--- src/rtl/scan_chain_ctrl.sv ---
// Scan chain controller: serially loads a pattern, runs capture cycles with SE low,
// then unloads the captured response from the chain's last cell.
//
// state  | meaning
// IDLE   | waiting for start_i; SE and SI held low
// LOAD   | shifting the latched pattern into the chain, MSB first
// CAPT   | SE low for CAPTURE_CYC edges so the cells capture functional data
// UNLOAD | shifting the response out via so_i into resp
module scan_chain_ctrl #(
  parameter int CHAIN_LEN   = 16,
  parameter int CAPTURE_CYC = 1
) (
  input  logic                 ck_i,
  input  logic                 rst_i,
  input  logic                 start_i,
  input  logic [CHAIN_LEN-1:0] pat_in_i,
  input  logic                 so_i,
  output logic                 se_o,
  output logic                 si_o,
  output logic                 busy_o,
  output logic                 done_o,
  output logic [CHAIN_LEN-1:0] resp_o
);

  localparam int N     = CHAIN_LEN;
  localparam int C     = CAPTURE_CYC;
  localparam int CNT_W = $clog2(N + C + 1);
  localparam logic [CNT_W-1:0] SHIFT_LAST = CNT_W'(N - 1);
  localparam logic [CNT_W-1:0] CAPT_LAST  = CNT_W'(C - 1);

  typedef enum logic [1:0] {IDLE, LOAD, CAPT, UNLOAD} state_t;

  state_t           state_q, state_d;
  logic [CNT_W-1:0] cnt_q, cnt_d;
  logic [N-1:0]     shadow_q, shadow_d;
  logic [N-1:0]     resp_q, resp_d;
  logic             se_q, se_d;
  logic             si_q, si_d;
  logic             busy_q, busy_d;
  logic             done_q, done_d;

  always_ff @(posedge ck_i or posedge rst_i) begin
    if (rst_i) begin
      state_q  <= IDLE;
      cnt_q    <= '0;
      shadow_q <= '0;
      resp_q   <= '0;
      se_q     <= 1'b0;
      si_q     <= 1'b0;
      busy_q   <= 1'b0;
      done_q   <= 1'b0;
    end else begin
      state_q  <= state_d;
      cnt_q    <= cnt_d;
      shadow_q <= shadow_d;
      resp_q   <= resp_d;
      se_q     <= se_d;
      si_q     <= si_d;
      busy_q   <= busy_d;
      done_q   <= done_d;
    end
  end

  always_comb begin
    state_d  = state_q;
    cnt_d    = cnt_q;
    shadow_d = shadow_q;
    resp_d   = resp_q;
    se_d     = se_q;
    si_d     = 1'b0;
    busy_d   = busy_q;
    done_d   = 1'b0;
    case (state_q)
      IDLE: begin
        se_d = 1'b0;
        if (start_i) begin
          state_d  = LOAD;
          // MSB goes out now; the shadow keeps the rest left-aligned so its MSB is always next
          shadow_d = pat_in_i << 1;
          si_d     = pat_in_i[N-1];
          se_d     = 1'b1;
          busy_d   = 1'b1;
          cnt_d    = '0;
        end
      end
      LOAD: begin
        if (cnt_q == SHIFT_LAST) begin
          state_d = CAPT;
          se_d    = 1'b0;
          cnt_d   = '0;
        end else begin
          si_d     = shadow_q[N-1];
          shadow_d = shadow_q << 1;
          cnt_d    = cnt_q + CNT_W'(1);
        end
      end
      CAPT: begin
        if (cnt_q == CAPT_LAST) begin
          state_d = UNLOAD;
          se_d    = 1'b1;
          cnt_d   = '0;
        end else begin
          cnt_d = cnt_q + CNT_W'(1);
        end
      end
      UNLOAD: begin
        // so_i presents cell N-1 first, so the k-th sample lands in resp[N-1-k]
        for (int k = 0; k < N; k++) begin
          if (cnt_q == CNT_W'(N - 1 - k)) resp_d[k] = so_i;
        end
        if (cnt_q == SHIFT_LAST) begin
          state_d = IDLE;
          se_d    = 1'b0;
          busy_d  = 1'b0;
          done_d  = 1'b1;
          cnt_d   = '0;
        end else begin
          cnt_d = cnt_q + CNT_W'(1);
        end
      end
      default: state_d = IDLE;
    endcase
  end

  assign se_o   = se_q;
  assign si_o   = si_q;
  assign busy_o = busy_q;
  assign done_o = done_q;
  assign resp_o = resp_q;

endmodule

--- config.mk ---
export PLATFORM = sky130hd
export DESIGN_NAME = scan_chain_ctrl
export DESIGN_NICKNAME = d
export VERILOG_FILES = /design/src/rtl/scan_chain_ctrl.sv
export SDC_FILE = /design/constraint.sdc
export NUM_CORES = 1
export LEC_CHECK = 0
export BUFFER_PORTS_ARGS = -buffer_cell sky130_fd_sc_hd__clkbuf_2
export CAP_MARGIN = 25
export CORE_MARGIN = 2
export CORE_UTILIZATION = 59
export DETAILED_ROUTE_END_ITERATION = 6
export GPL_TIMING_DRIVEN = 0
export PLACE_DENSITY = 0.84
export SLEW_MARGIN = 0
export SYNTH_ARGS = -nofsm -noshare
export SYNTH_HDL_FRONTEND = slang
export SYNTH_SLANG_ARGS = --single-unit
--- constraint.sdc ---
create_clock -name ck_i -period 4.9 [get_ports ck_i]
set_clock_uncertainty 0.05 [all_clocks]
set_input_delay 0.735 -clock ck_i [delete_from_list [all_inputs] [get_ports ck_i]]
set_output_delay 0.735 -clock ck_i [all_outputs]
set_load 0.02 [all_outputs]
Word-level counts from Yosys, hierarchy flattened
Cells that the tools add are included.
- add/sub/neg operators: 1
- eq/ne operators: 24
- multiplexer cells: 23
- reductions and logical operators: 25
- operators by type and width (operator ; count):
    $eq 5x4->1 const B ; 8
    $reduce_and 2->1 ; 17
    $mux 16 ; 2
    $pmux 16 s2 ; 1
    $eq 5x3->1 const B ; 4
    $mux 5 ; 3
    $pmux 5 s3 ; 1
    $eq 5x2->1 const B ; 2
    $ne 2x2->1 const B ; 5
    $mux 1 ; 8
    $mux 2 ; 4
    $pmux 2 s4 ; 1
    $reduce_and 3->1 ; 2
    $add 5x1->5 const B ; 1
    $eq 5x1->1 const B ; 1
    $logic_not 5->1 ; 1
    $eq 2x2->1 const B ; 2
    $pmux 1 s2 ; 2
    $reduce_and 4->1 ; 1
    $reduce_bool 2->1 ; 2
    $pmux 1 s3 ; 1
    $eq 2x1->1 const B ; 1
    $logic_not 2->1 ; 1
    $ne 2x1->1 const B ; 1
    $reduce_or 2->1 ; 1
- register bits: 43
- bits of input ports: 20
- output and inout bits: 20
- word-level logic and storage cells: 96

Longest topological paths before layout
Gate-level depths: netlist (run 1).
- depth after elaboration: 4
- mapped depth: 7
- depth with buffers taken out: 6

Least setup slack after synthesis (run 1)
No wires, ideal clock.
- path type: reg2reg
- from: reg cnt_q[0]
- to: reg state_q[1]
- library setup time: 0.125 ns
- data arrival time: 1.728 ns
- required time: 4.725 ns
- path slack: 2.997 ns
- cell stages (with the launch flop): 7
- buffers on the path: 0
- clock period less this slack: 1.903 ns
- cell sequence: dfrtp_1 > inv_1 > ha_1 > or4b_4 > a2bb2oi_2 > and2_4 > mux2_4
- cells in the longest elaborated chain, start to end: 3
- elaborated cells between the ends (all ways): 6
- those cells by class: 4 x eq/ne; 2 x reduce/logical
- ends and longest elaborated chain (element ; RTL line ; text):
    start, declared ; 34 ; logic [CNT_W-1:0] cnt_q, cnt_d;
    start signal, assigned ; 54 ; cnt_q <= cnt_d;
    $eq 5x4->1 / $logic_not 5->1 (equally long branches) ; 87, 111, 98 ;
    $ne 2x2->1 (no source line) ; n/a ;
    $reduce_and 4->1 (no source line) (*) ; n/a ;
    end signal, assigned ; 53 ; state_q <= state_d;
    end, declared ; 33 ; state_t state_q, state_d;
Every way passes the cells marked *; elsewhere a longest branch is shown, timed or not.
A chain may end at the register's enable or synchronous reset.

Worst setup path after layout (run 1)
- from: reg state_q[1]
- to: reg shadow_q[8]
- cells in the longest elaborated chain, start to end: 3
- elaborated cells between the ends (all ways): 7
- those cells by class: 3 x eq/ne; 1 x mux; 3 x reduce/logical
- ends and longest elaborated chain (element ; RTL line ; text):
    $eq 2x1->1 / $logic_not 2->1 (equally long branches) ; 73 ; case (state_q)
    $ne 2x2->1 (no source line) / $reduce_bool 2->1 (equally long branches) ; n/a ;
    $reduce_and 3->1 (no source line) ; n/a ;
    end signal, assigned ; 55 ; shadow_q <= shadow_d;
    end, declared ; 35 ; logic [N-1:0] shadow_q, shadow_d;
Parallel ways exist; a longest one is shown, timed or not.

==> metrics, run 1 <==
proportion of layout cells with a drive suffix above 1 28.6%; GRT Util Overall 23.8%; post-detail-place hpwl 3080 µm; Rel. slew slack 43.2%; syn_nets 231; WL/cell 14.9 µm; Main synth FF type dfrtp_1; clk slew on worst S/H paths 130 ps; Setup CP Type register to register; Syn. warnings 0; total CTS buffers 5; largest stage delay on the critical path 440 ps; nets@finish 277; Leak Pwr 1.15 nW; CTS H-Tree Depth 2; maximum clock path buffer count 2; endpoint class of the critical path register; Slew @ Worst Pin 851 ps; vias in the first global route 1677; area grow syn2layout 17.2%; row count 21; syn avg cell area 10.4 µm²; antenna fix cells 0; Yosys top cell by area dfrtp_1; grt ovf 0; Final ANT Viol Nets 0; unrepaired setup endpoints after global routing no; Mapped Area 2090 µm²; WP data required 5140 ps; Port-buffer cells 39; Max Cap Violations 0; DRT iter0 DRCs 102; post-synthesis cell count 201; CP max-delay cell dfrtp_1; CP startpoint state_q[1]$_DFFE_PP0P_; Yosys reg bits 42; CTS resizes 0; WL final 4390 µm; P per Cell Area 602 nW/µm²; delay-heaviest family, CP flip-flops; Root Driver clkbuf_4; number of synthesized flops with an enable pin 0; vias per inst 5.78; maximum vdd drop 0.326 mV; fin crit share 42.7%; final slew viol count 0; Final setup viols 0; FF-to-FF setup slack 2810 ps; CTS tree done; postcts setup bufs 0; crit-path cells inv_1, ha_1, mux2_2, nand2b_1, buf_2, o22ai_1, a21oi_1; async set-reset flop share out of synthesis 100%; fillcell total 273; initial antenna violation count 0; via count 1699; core outline area 3360 µm²; clock sink count 42; io pins 40; die area 4030 µm²; clock latency on the worst-skew pair 360 ps; Final Hold Vio Count 0; Period minus WS final 2090 ps; setup TNS 0 ps; WP data arrival 2340 ps; pin count of the biggest net entering global routing 43; Die Span X 63.5 µm; Starting Density 62.1%; gpl congestion 0.821; first-pass GRT wire length 7480 µm; CP Launch Type register; chip height 63.5 µm; hold-fix buffer count after cts 0; DRC Markers 0; DR pass1 iterations 4; ranking of synthesized cells by area dfrtp_1 (50%), mux2_2 (9.2%), o22ai_1 (8.7%); post-synthesis cell type count 30; utilization after layout 72.8%; outcome complete, no violations; sequential share of the synthesized area 50.3%; Max Freq 478 MHz; worst flop-to-flop path startpoint state_q[1]$_DFFE_PP0P_; Worst Path Max Fanout 10; Bufs and invs on worst path 2; share of the synthesized area in the top cell type 50.3%; Hold WC Path Type input port to asynchronous set/reset pin
path summary, 6_finish.rpt:
path	to	depth (start not counted)
worst max-delay path	shadow_q[8]$_DFFE_PP0P_	7
worst min-delay path	resp_o[14]$_DFFE_PP0P_	2
min in group ck_i	shadow_q[1]$_DFFE_PP0P_	1
worst min register to register	shadow_q[1]$_DFFE_PP0P_	1
worst max register to register	shadow_q[8]$_DFFE_PP0P_	7
max in group asynchronous	busy_o$_DFFE_PP0P_	2
metrics by stage:
| step | power [mW] | setup WS [ps] | area (µm²) | hold slack (ps) | cells |
|---|---|---|---|---|---|
| 2_1_floorplan | 1.04 | 3000 | 2090 | 407 | 201 |
| 3_3_place_gp | 1.17 | 2620 | 2340 | 430 | 286 |
| 3_5_place_dp | 1.20 | 2830 | 2340 | 436 | 286 |
| 4_1_cts | 1.48 | 2820 | 2450 | 472 | 294 |
| 5_1_grt | 1.59 | 2630 | 2450 | 494 | 294 |
| 6_report | 1.47 | 2810 | 2450 | 459 | 294 |
Yosys cell counts (all sizes together) (3+ instances only):
master  instances
dfrtp          42
o22ai          29
mux2           18
a21oi          17
nand2          15
nor2           15
ha             10
inv             9
o21ai           8
nor3            6
clkbuf          5
buf             4
nand2b          4
nand3           3
routing by layer:
layer  global-route usage (%)  share of wire [%]
met3                     4.11                4.6
met4                     11.4                1.9
met5                        0                  0
met1                     31.1                 43
met2                     38.6                 50
registers in the layout, indices dropped and copies added, names as in the netlist:
| signal | cells |
|---|---|
| busy_o | 1 |
| cnt_q | 5 |
| done_o | 1 |
| resp_o | 16 |
| se_o | 1 |
| shadow_q | 15 |
| si_o | 1 |
| state_q | 2 |
logic make-up after synthesis:
group | after synthesis | share of synthesized area [%]
adder cells (fa/ha/maj) | 10 | 5.99
flip-flops | 42 | 50.3
AO/OA/AOI/OAI | 61 | 17.7
AND/OR/NAND/NOR | 50 | 11.7
buffers and inverters | 18 | 3.36
multiplexers | 20 | 10.8
cell type report:
class                           count  area [µm²]  area share [%]
Buffer                              9        36.3            1.48
Clock buffer                        5        37.5            1.53
Clock inverter                      3        68.8            2.81
Inverter                            9        33.8            1.38
Multi-Input combinational cell    141         967            39.5
Sequential cell                    42        1050            42.9
Tap cell                           46        57.6            2.35
Timing Repair Buffer               39         195            7.98
power by group:
part           switching (mW)  leakage, nW  internal (mW)
logic                   0.377        0.577          0.276
clock network           0.117       0.0554          0.160
registers              0.0826        0.519          0.461
cell usage in the layout, fill, tap and decap left out, drive strengths merged, types with 2 or more instances in the layout:
cell	n
clkbuf	49
dfrtp	42
o22ai	29
mux2	18
a21oi	17
nand2	15
nor2	15
ha	10
inv	9
o21ai	8
nor3	6
nand2b	4
buf	4
nand3	3
a22o	2
mux2i	2
bufinv	2
Note: power is estimated with default switching activity, not from simulation.
==> inputs of run 2 (changes only) <==
--- a/config.mk
+++ b/config.mk
@@ -5,13 +5,14 @@
 export SDC_FILE = /design/constraint.sdc
 export NUM_CORES = 1
 export LEC_CHECK = 0
+export ABC_AREA = 1
 export BUFFER_PORTS_ARGS = -buffer_cell sky130_fd_sc_hd__clkbuf_2
 export CAP_MARGIN = 25
 export CORE_MARGIN = 2
-export CORE_UTILIZATION = 59
+export CORE_UTILIZATION = 50
 export DETAILED_ROUTE_END_ITERATION = 6
 export GPL_TIMING_DRIVEN = 0
-export PLACE_DENSITY = 0.84
+export PLACE_DENSITY = 0.76
 export SLEW_MARGIN = 0
 export SYNTH_ARGS = -nofsm -noshare
 export SYNTH_HDL_FRONTEND = slang
==> constraint.sdc (replaced) <==
create_clock -name ck_i -period 1.9 [get_ports ck_i]
set_clock_uncertainty 0.05 [all_clocks]
set_input_delay 0.285 -clock ck_i [delete_from_list [all_inputs] [get_ports ck_i]]
set_output_delay 0.285 -clock ck_i [all_outputs]
set_load 0.02 [all_outputs]
==> metrics, run 2 <==
post-synthesis cell count 272 (+35%); Place WS 34.1 ps (-2800 ps); Final ANT Viol Nets 0 (unchanged); fillcell total 380 (+39%); via count 1900 (+12%); WP data required 2040 ps (-3100 ps); sequential share of the synthesized area 48.6% (-1.8 points); core outline area 4090 µm² (+22%); clk slew on worst S/H paths 80 ps (-50 ps); Period minus WS final 1750 ps (-337 ps); fin crit share 92.3% (+50 points); WL/cell 12.1 µm (-19%); ranking of synthesized cells by area dfrtp_1 (49%), nand2_1 (19%), ha_1 (5.8%); DRC Markers 0 (unchanged); Mapped Area 2160 µm² (+3.7%); maximum vdd drop 0.952 mV (+190%); non-filler cells, final 374 (+27%); Worst Path Max Fanout 10 (unchanged); WP data arrival 1890 ps (-450 ps); async set-reset flop share out of synthesis 100% (unchanged); Placed Cells 361 (+26%); Leak Pwr 1.38 nW (+20%); grt ovf 0 (unchanged); final worst slack 146 ps (-2660 ps); most common cell after layout, fill and taps aside nand2_1; Final setup viols 0 (unchanged); DRT iter0 DRCs 203 (+99%); total CTS buffers 5 (unchanged); Rel. slew slack 42.3% (-0.85 points); nets@finish 354 (+28%); post-synthesis cell type count 22 (-27%); FF-to-FF setup slack 150 ps (-2660 ps); proportion of layout cells with a drive suffix above 1 21.6% (-7.0 points); Bufs and invs on worst path 4 (+2); syn_nets 302 (+31%); Yosys reg bits 42 (unchanged); Final Hold Vio Count 0 (unchanged); largest stage delay on the critical path 420 ps (-20 ps); vias per inst 5.08 (-12%); Die Span X 69.8 µm (+9.9%); endpoint class of the critical path register; syn avg cell area 7.96 µm² (-23%); cell mode on critical path nand2_1; FF+latch area 1050 µm² (unchanged); utilization after layout 62.5% (-10 points); delay-heaviest family, CP buffers and inverters; Syn. warnings 0 (unchanged); P per Cell Area 1430 nW/µm² (+140%); flip-flop count of the largest register after layout 16 (unchanged); setup TNS 0 ps (unchanged); hold-fix buffer count after cts 0 (unchanged); row count 23 (+9.5%); area grow syn2layout 18.0%; initial antenna violation count 0 (unchanged); most frequent cells in the layout nand2_1 (108), dfrtp_1 (42), clkbuf_2 (39), nand3_1 (24), a21oi_1 (18); area of the multi-input gates 991 µm² (+2.5%); CP max-delay cell dfrtp_1; CP Launch Type register; io pins 40 (unchanged); die area 4870 µm² (+21%); Setup CP Type register to register; WL final 4520 µm (+3.2%); gpl congestion 0.799 (-2.7%); Max Freq 570 MHz (+19%); antenna fix cells 0 (unchanged); outcome complete, no violations; DR pass1 iterations 4 (unchanged); Max Cap Violations 0 (unchanged); GRT Util Overall 19.8% (-4.0 points); Yosys top cell by area dfrtp_1; Post-synth top cells nand2_1 (108), dfrtp_1 (42), nand3_1 (24); clock latency on the worst-skew pair 290 ps (-70 ps); count leader, synth nand2_1; maximum clock path buffer count 2 (unchanged); Hold WC Path Type input port to asynchronous set/reset pin; vias in the first global route 1703 (+1.6%); share of the synthesized area in the top cell type 48.6% (-1.8 points); Root Driver clkbuf_8; Port-buffer cells 39 (unchanged); first-pass GRT wire length 7870 µm (+5.2%); Starting Density 53.0% (-9.1 points); Slew @ Worst Pin 864 ps (+12.7 ps); CTS tree done; Main synth FF type dfrtp_1; CTS H-Tree Depth 2 (unchanged); clock sink count 42 (unchanged); number of synthesized flops with an enable pin 0 (unchanged); final slew viol count 0 (unchanged); post-detail-place hpwl 3160 µm (+2.8%); crit-path cells inv_1, ha_1, buf_4, clkinvlp_4, a21oi_4, nand2_4, buf_6, nand2_1, nand2_1; pin count of the biggest net entering global routing 43 (unchanged); chip height 69.8 µm (+9.9%)
run 2: changes by cell type after synthesis, sizes merged, moves of 4 or more:
| cell | change |
|---|---|
| nand3 | +22 |
| nand2b | -4 |
| a31oi | +11 |
| o21ai | -4 |
| mux2 | -18 |
| o22ai | -29 |
| inv | +12 |
| nand2 | +96 |
| nor3 | -6 |
run 2: repair_timing:
item / CTS / global route
buffers inserted: 0 / 6
endpoints found under the setup margin: 0 / 18
resized for setup: 0 / 2
run 2: per-stage QoR:
step | hold slack [ps] | total power [mW] | area, µm²
after global placement | 405 | 2.94 | 2420
after CTS | 137 | 3.53 | 2500
final | 97.9 | 3.65 | 2550
after detailed placement | 410 | 2.98 | 2420
after global routing | 177 | 3.98 | 2550
after floorplan | 380 | 2.59 | 2160
run 2: cell type report:
class                           instances  area share, %
Inverter                               21           3.23
Multi-Input combinational cell        201           38.8
Clock buffer                            5           2.69
Clock inverter                          2          0.392
Tap cell                               50           2.45
Timing Repair Buffer                   45           9.40
Buffer                                  8           1.91
Sequential cell                        42           41.1
run 2: logic make-up after synthesis:
| kind of cell | synth area share, % |
|---|---|
| AND/OR/NAND/NOR | 30.8 |
| adder cells (fa/ha/maj) | 5.78 |
| flip-flops | 48.6 |
| buffers and inverters | 5.90 |
| AO/OA/AOI/OAI | 9.02 |
run 2: final timing paths:
path                                          startpoint  cells past startpoint                  endpoint
worst min-delay path                               rst_i                      2   shadow_q[3]$_DFFE_PP0P_
worst max-delay path              state_q[1]$_DFFE_PP0P_                      9   shadow_q[9]$_DFFE_PP0P_
min in group ck_i                            pat_in_i[0]                      3   shadow_q[1]$_DFFE_PP0P_
max in group asynchronous                          rst_i                      2   shadow_q[9]$_DFFE_PP0P_
worst max register to register    state_q[1]$_DFFE_PP0P_                      9   shadow_q[9]$_DFFE_PP0P_
worst min register to register  shadow_q[10]$_DFFE_PP0P_                      2  shadow_q[10]$_DFFE_PP0P_
run 2: where the power goes:
group	leakage (nW)	total [mW]	internal, mW	switching, mW
registers	0.479	1.33	1.17	0.164
logic	0.854	1.77	0.682	1.09
clock network	0.0438	0.545	0.247	0.298
run 2: per-layer routing:
metal / global-route usage (%) / vias to the layer above / share of wire, %
li1: - / 977 / -
met1: 27.7 / 870 / 49
met2: 30.2 / 46 / 45
met3: 4.36 / 7 / 4.5
met4: 7.48 / 0 / 1.5
met5: 0 / - / 0
==> inputs of run 3 (changes only) <==
--- a/config.mk
+++ b/config.mk
@@ -13,6 +13,7 @@
 export DETAILED_ROUTE_END_ITERATION = 6
 export GPL_TIMING_DRIVEN = 0
 export PLACE_DENSITY = 0.76
+export RECOVER_POWER = 50
 export SLEW_MARGIN = 0
 export SYNTH_ARGS = -nofsm -noshare
 export SYNTH_HDL_FRONTEND = slang
==> metrics, run 3 (synthesized netlist as in run 2, its figures left out) <==
hold-fix buffer count after cts 0 (unchanged); row count 23 (unchanged); maximum clock path buffer count 2 (unchanged); Slew @ Worst Pin 1560 ps (+694 ps); CTS tree done; WL/cell 12.2 µm (+0.71%); WP data arrival 1890 ps (about the same); clk slew on worst S/H paths 80 ps (about the same); most common cell after layout, fill and taps aside nand2_1; via count 1891 (-0.47%); vias per inst 5.06 (-0.47%); utilization after layout 62.2% (-0.31 points); flip-flop count of the largest register after layout 16 (unchanged); clock sink count 42 (unchanged); Max Cap Violations 1 (+1); switching part of the total power 42.7% (+0.14 points); Die Span X 69.8 µm (unchanged); CTS H-Tree Depth 2 (unchanged); Worst Path Max Fanout 10 (unchanged); antenna fix cells 0 (unchanged); most frequent cells in the layout nand2_1 (108), dfrtp_1 (42), clkbuf_2 (29), nand3_1 (24); WP data required 2040 ps (about the same); area of the multi-input gates 991 µm² (unchanged); outcome finished with violations; WL final 4560 µm (+0.71%); vias in the first global route 1703 (unchanged); internal power 2.09 mW (-0.36%); Rel. slew slack -3.96% (-46 points); Max Freq 569 MHz (-0.18%); proportion of layout cells with a drive suffix above 1 18.2% (-3.4 points); Setup CP Type register to register; setup TNS 0 ps (unchanged); first-pass GRT wire length 7870 µm (unchanged); area grow syn2layout 17.5%; Root Driver clkbuf_8; Sequential Power Share 36.6% (about the same); DRC Markers 0 (unchanged); DR pass1 iterations 4 (unchanged); grt ovf 0 (unchanged); combinational share of power 48.5% (about the same); Final Hold Vio Count 0 (unchanged); Hold WC Path Type input port to register; fillcell total 387 (+1.8%); core outline area 4090 µm² (unchanged); Final setup viols 0 (unchanged); chip height 69.8 µm (unchanged); pin count of the biggest net entering global routing 43 (unchanged); failing checks capacitance limit, slew limit; final slew viol count 43 (+43); fin crit share 92.5% (+0.16 points); DRT iter0 DRCs 183 (-9.9%); Clock power frac 14.9% (about the same); P per Cell Area 1430 nW/µm² (+0.38%); Final ANT Viol Nets 0 (unchanged); gpl congestion 0.799 (unchanged); nets@finish 354 (unchanged); Leak Pwr 1.35 nW (-1.9%); endpoint class of the critical path register; CP Launch Type register; initial antenna violation count 0 (unchanged); Port-buffer cells 39 (unchanged); Period minus WS final 1760 ps (+3.09 ps); total CTS buffers 5 (unchanged); Starting Density 53.0% (unchanged); die area 4870 µm² (unchanged); FF+latch area 1050 µm² (unchanged); clock latency on the worst-skew pair 290 ps (about the same); maximum vdd drop 0.959 mV (+0.67%); io pins 40 (unchanged); GRT Util Overall 19.8% (unchanged); sw power 1.56 mW (+0.21%); post-detail-place hpwl 3160 µm (unchanged)
## run 3: cell types whose count changed in the layout (fill, tap and decap cells not counted)
| cell | before | now |
|---|---|---|
| inv_2 | 3 | 2 |
| clkbuf_1 | 2 | 12 |
| clkbuf_2 | 39 | 29 |
| inv_1 | 17 | 18 |
## run 3: area by class of cell
type                    instances  area share [%]
flip-flops and latches         42            41.3
multi-input cells             201            39.0
repair buffers                 45            8.96
inverters                      21            3.25
clock buffers                   5            2.71
well taps                      50            2.46
plain buffers                   8            1.92
clock inverters                 2           0.394
## run 3: worst max-delay path, stage by stage, from the launching register on
cell and delay [ps]:
dfrtp_1 420, inv_1 110, ha_1 140, buf_4 180, clkinvlp_4 150, a21oi_4 240, nand2_4 110, buf_6 150
nand2_1 60, nand2_1 50
## run 3: path summary, 6_finish.rpt
check	start	to	slack, ps	cells past startpoint
max in group asynchronous	rst_i	shadow_q[9]$_DFFE_PP0P_	500	2
min	pat_in_i[0]	shadow_q[1]$_DFFE_PP0P_	190	3
max	state_q[1]$_DFFE_PP0P_	shadow_q[9]$_DFFE_PP0P_	140	9
min in group asynchronous	rst_i	done_o$_DFF_PP0_	390	2
min reg2reg	shadow_q[10]$_DFFE_PP0P_	shadow_q[10]$_DFFE_PP0P_	430	2
max reg2reg	state_q[1]$_DFFE_PP0P_	shadow_q[9]$_DFFE_PP0P_	140	9
## run 3: what timing repair did
item | 4_1_cts | 5_1_grt
setup endpoints to repair | 0 | 18
setup buffers | 0 | 6
resized for setup | 0 | 2
## run 3: per-layer routing
metal	global-route usage, %	up-vias	part of all wire (%)	wire length, µm
li1	-	977	-	-
met1	27.7	868	50	2280
met2	30.2	39	44	2020
met3	4.36	7	4.0	184
met4	7.48	0	1.5	70
met5	0	-	0	0
## run 3: metrics by stage
step / worst slack, ps / cell area [µm²] / cells / total power [mW] / hold WS (ps)
2_1_floorplan: 315 / 2160 / 272 / 2.59 / 380
3_3_place_gp: 63.5 / 2420 / 361 / 2.94 / 405
3_5_place_dp: 34.1 / 2420 / 361 / 2.98 / 410
4_1_cts: 18.0 / 2500 / 368 / 3.53 / 137
5_1_grt: -6.34 / 2540 / 374 / 3.97 / 185
6_report: 143 / 2540 / 374 / 3.65 / 189
## run 3: power by group through the flow
| stage | combinational [mW] | clock [mW] | sequential, mW |
|---|---|---|---|
| after floorplan | 1.19 | 0 | 1.40 |
| after global placement | 1.61 | 0 | 1.34 |
| after detailed placement | 1.63 | 0 | 1.35 |
| after CTS | 1.64 | 0.554 | 1.33 |
| after global routing | 2.00 | 0.598 | 1.37 |
| final | 1.77 | 0.545 | 1.33 |
